===== src/rtl/toggle_debounce.sv =====
// Push-button conditioner: 2-flop sync, debounce counter, press/release FSM.
// Define TOGGLE_DEBOUNCE_AUTOREPEAT_EN to emit repeat pulses while held.
module toggle_debounce #(
  parameter int DEBOUNCE_CYCLES = 4,
  parameter int REPEAT_CYCLES   = 8
) (
  input  logic       clk,
  input  logic       reset,
  input  logic       btn_in,
  output logic       t,
  output logic       pressed,
  output logic [1:0] state_o
);

  localparam int CW = $clog2(DEBOUNCE_CYCLES) + 1;
  localparam logic [CW-1:0] C_LAST = CW'(DEBOUNCE_CYCLES - 1);

  typedef enum logic [1:0] {
    IDLE         = 2'd0,
    PRESS_WAIT   = 2'd1,
    PRESSED      = 2'd2,
    RELEASE_WAIT = 2'd3
  } state_t;

  logic          r_q1;
  logic          r_q2;
  state_t        r_state;
  state_t        w_state_nxt;
  logic [CW-1:0] r_cnt;
  logic [CW-1:0] w_cnt_nxt;
  logic [CW-1:0] w_cnt_inc;
  logic          r_t;
  logic          w_t_nxt;
  logic          r_pressed;
  logic          w_pressed_nxt;
  logic          w_s;

  assign w_s       = r_q2;
  assign w_cnt_inc = (r_cnt == '1) ? r_cnt : r_cnt + 1'b1;

`ifdef TOGGLE_DEBOUNCE_AUTOREPEAT_EN
  localparam int RW = $clog2(REPEAT_CYCLES);
  localparam logic [RW-1:0] R_LAST = RW'(REPEAT_CYCLES - 1);

  logic [RW-1:0] r_rep;
  logic [RW-1:0] w_rep_nxt;

  always_ff @(posedge clk) begin
    if (reset) r_rep <= '0;
    else       r_rep <= w_rep_nxt;
  end
`else
  logic w_unused_cfg;
  assign w_unused_cfg = (REPEAT_CYCLES > 1);
`endif

  always_ff @(posedge clk) begin
    if (reset) begin
      r_q1      <= 1'b0;
      r_q2      <= 1'b0;
      r_state   <= IDLE;
      r_cnt     <= '0;
      r_t       <= 1'b0;
      r_pressed <= 1'b0;
    end else begin
      r_q1      <= btn_in;
      r_q2      <= r_q1;
      r_state   <= w_state_nxt;
      r_cnt     <= w_cnt_nxt;
      r_t       <= w_t_nxt;
      r_pressed <= w_pressed_nxt;
    end
  end

  always_comb begin
    w_state_nxt = r_state;
    w_cnt_nxt   = r_cnt;
    w_t_nxt     = 1'b0;
`ifdef TOGGLE_DEBOUNCE_AUTOREPEAT_EN
    w_rep_nxt   = r_rep;
`endif
    unique case (r_state)
      IDLE: begin
        if (w_s) begin
          w_state_nxt = PRESS_WAIT;
          w_cnt_nxt   = '0;
        end
      end
      PRESS_WAIT: begin
        if (!w_s) begin
          w_state_nxt = IDLE;
        end else if (r_cnt == C_LAST) begin
          w_state_nxt = PRESSED;
          w_t_nxt     = 1'b1;
`ifdef TOGGLE_DEBOUNCE_AUTOREPEAT_EN
          w_rep_nxt   = '0;
`endif
        end else begin
          w_cnt_nxt = w_cnt_inc;
        end
      end
      PRESSED: begin
        if (!w_s) begin
          w_state_nxt = RELEASE_WAIT;
          w_cnt_nxt   = '0;
        end else begin
`ifdef TOGGLE_DEBOUNCE_AUTOREPEAT_EN
          // Held: count stay cycles, fire and restart at the period.
          if (r_rep == R_LAST) begin
            w_t_nxt   = 1'b1;
            w_rep_nxt = '0;
          end else begin
            w_rep_nxt = r_rep + 1'b1;
          end
`endif
        end
      end
      RELEASE_WAIT: begin
        if (w_s) begin
          w_state_nxt = PRESSED;
`ifdef TOGGLE_DEBOUNCE_AUTOREPEAT_EN
          w_rep_nxt   = '0;
`endif
        end else if (r_cnt == C_LAST) begin
          w_state_nxt = IDLE;
        end else begin
          w_cnt_nxt = w_cnt_inc;
        end
      end
      default: w_state_nxt = IDLE;
    endcase
    w_pressed_nxt = (w_state_nxt == PRESSED) ||
                    (w_state_nxt == RELEASE_WAIT);
  end

  assign t       = r_t;
  assign pressed = r_pressed;
  assign state_o = r_state;

endmodule


===== config.mk =====
export PLATFORM = sky130hd
export DESIGN_NAME = toggle_debounce
export DESIGN_NICKNAME = d
export VERILOG_FILES = /design/src/rtl/toggle_debounce.sv
export SDC_FILE = /design/constraint.sdc
export NUM_CORES = 1
export LEC_CHECK = 0
export ABC_AREA = 1
export CAP_MARGIN = 20
export CORE_AREA = 10 10 47 49
export DETAILED_ROUTE_END_ITERATION = 8
export DIE_AREA = 0 0 57 59
export PLACE_DENSITY_LB_ADDON = 0.15
export SYNTH_ARGS = -nofsm -noshare
export SYNTH_HDL_FRONTEND = slang
export SYNTH_SLANG_ARGS = --single-unit

===== constraint.sdc =====
create_clock -name clk -period 2.71 [get_ports clk]
set_input_delay 0.271 -clock clk [delete_from_list [all_inputs] [get_ports clk]]
set_output_delay 0.271 -clock clk [all_outputs]
set_load 0.02 [all_outputs]

==> flow_summary.toml <==
[timing]
period_needed_ns = 1.67
setup_viol = 0
slew_viol_final = 0
tightest_slew_ns = 0.402
fin_tns_setup_ns = 0
hold_violations = 0
rsz0062_at_grt = "no"
clock.fmax_ghz = 0.598
relSlewSlack = 0.730
min_period_over_period = 0.617
fin_worst_skew_ns = 0.00655
whs_ns = 0.403

[critical_path]
crit_family = "buffers and inverters"
crit_required_ns = 2.44
startpoint_type = "flip-flop"
cpPeakStageDelay_ns = 0.66
cp-end-kind = "output port"
crit_arrival_ns = 1.40
path_cells = "clkdlybuf4s50_1"
cp_max_fo = 9
slowest_stage = "clkdlybuf4s50_1"
crit_buf_inv = 1
crit_type = "flip-flop to output port"

[run_status]
outcome = "completed"

[die]
initial_utilization = 0.283
ioPinCount = 7
die_h_um = 59
rows = 14
die_area_um2 = 3360
coreArea_um2 = 1400
die_w_um = 57

[power]
p_int_mw = 0.199
combPwrFrac = 0.066
p_leak_nw = 0.220
p_clk_frac = 0.397
vdd_drop_max_uv = 316
switching_share = 0.235
power_density_nw_per_um2 = 520
net-switching-power_mw = 0.0609
finalPower_mw = 0.259
pwr-share-seq = 0.537

[clock_tree]
clock_latency_ns = 0.26
cts.repair.resized = 0
cts_buffer_depth = 2
cts_tree = "built"
cts_made_buffers = 3
hold_buffers = 0
post_cts_buffers = 0
clock_sinks = 9
clk_pin_slew_ns = 0.07
htreeDepth = 1
cts_root_buffer = "clkbuf_4"

[synthesis]
synth.distinct_cells = 10
postSynthAreaPerCell_um2 = 7.63
syn-num-nets = 59
postSynthCellCount = 52
syn_area_um2 = 397
ys.warnings.count = 0
seq_area_frac_synth = 0.454
synth_seq_cells = 9

[global_route]
grt_pass1_wl_um = 1150
antenna_found_initial = 0
track_usage = 0.0447
grt_max_degree = 10
grt_pass1_vias = 289
gr-total-overflow = 0

[routing]
avgRoutedWirePerCell_um = 9.40
via_per_inst = 4.36
dr.pass1.iters = 2
via_count = 336
wl_um = 724
ant_nets = 0
drc = 0
drt-initial-drc-count = 3

[finish]
antenna_cells = 0
synthToLayoutAreaGrowth_pct = 25.9
fin_nets = 69
finalNonFillerCells = 77
drive_gt1_frac = 0.0656

[worst_hold_path]
hp-class = "flip-flop to flip-flop"

[place]
port-buffer-count = 6
post-dp-hpwl_um = 556
dpl.cell_count = 73
routabilityCongestion = 0.698

[run]
cap_viol_max_count = 0
state kept, by name, indices dropped and copies added (netlist names):
register / count
r_cnt: 3
r_q2: 1
state_o: 2
r_q1: 1
t: 1
pressed: 1
power by group through the flow:
stage | registers (mW) | clock network, mW | logic [mW]
6_report | 0.139 | 0.103 | 0.0171
2_1_floorplan | 0.142 | 0 | 0.0112
3_3_place_gp | 0.143 | 0 | 0.0172
3_5_place_dp | 0.142 | 0 | 0.0175
5_1_grt | 0.140 | 0.115 | 0.0201
4_1_cts | 0.139 | 0.109 | 0.0175
metrics by stage:
stage / area, um^2 / utilization / setup slack, ns
CTS: 499 / 0.356 / 1.03
floorplan: 397 / - / 1.39
detailed placement: 472 / 0.337 / 1.24
global placement: 472 / 0.337 / 1.22
global route: 499 / 0.356 / 0.977
finish: 499 / 0.356 / 1.04
final timing paths:
path	from	endpoint	slack (ns)	cells after the start
setup / recovery	state_o[0]	state_o[0]	1.04	1
hold / removal	r_q1	r_q2	0.40	2
setup reg to reg	r_cnt[0]	r_cnt[1]	1.22	6
hold reg to reg	r_q1	r_q2	0.40	2
cell usage in the layout, fill, tap and decap left out, drive strengths merged:
cell type,synthesis,layout
clkdlybuf4s50,0,6
clkbuf,0,3
inv,8,8
nor2,6,6
ha,4,4
nand2,11,11
a21oi,6,6
nand4,2,2
clkinv,0,1
o21ai,1,1
nand3,4,4
dfxtp,9,9
routing by layer:
metal | global-route usage | up-vias | part of all wire
met1 | 0.0408 | 146 | 0.44
met4 | 0.0201 | 0 | 0.015
li1 | - | 182 | -
met5 | 0 | - | 0
met2 | 0.0651 | 6 | 0.46
met3 | 0.0451 | 2 | 0.091
synthesized netlist by cell type (all sizes together):
library cell	count	area, um^2
buf	1	5.00
ha	4	50.1
o21ai	1	5.00
nor2	6	22.5
a21oi	6	30.0
dfxtp	9	180
inv	8	30.0
nand2	11	41.3
nand4	2	12.5
nand3	4	20.0
kinds of logic (layout without fill, tap and decap cells):
kind of cell / after synthesis / count (layout) / synth area share
compound gates: 7 / 7 / 0.0883
fa+ha+maj: 4 / 4 / 0.126
buf+inv: 9 / 18 / 0.0883
flops: 9 / 9 / 0.454
simple gates: 23 / 23 / 0.243
area by class of cell:
| cell class | instances | area, um^2 |
|---|---|---|
| Clock buffer | 3 | 22.5 |
| Inverter | 8 | 30.0 |
| Multi-Input combinational cell | 34 | 181 |
| Tap cell | 16 | 20.0 |
| Fill cell | 161 | 902 |
| Clock inverter | 1 | 5.00 |
| Timing Repair Buffer | 6 | 60.1 |
| Sequential cell | 9 | 180 |
(Power assumes the default switching activity.)
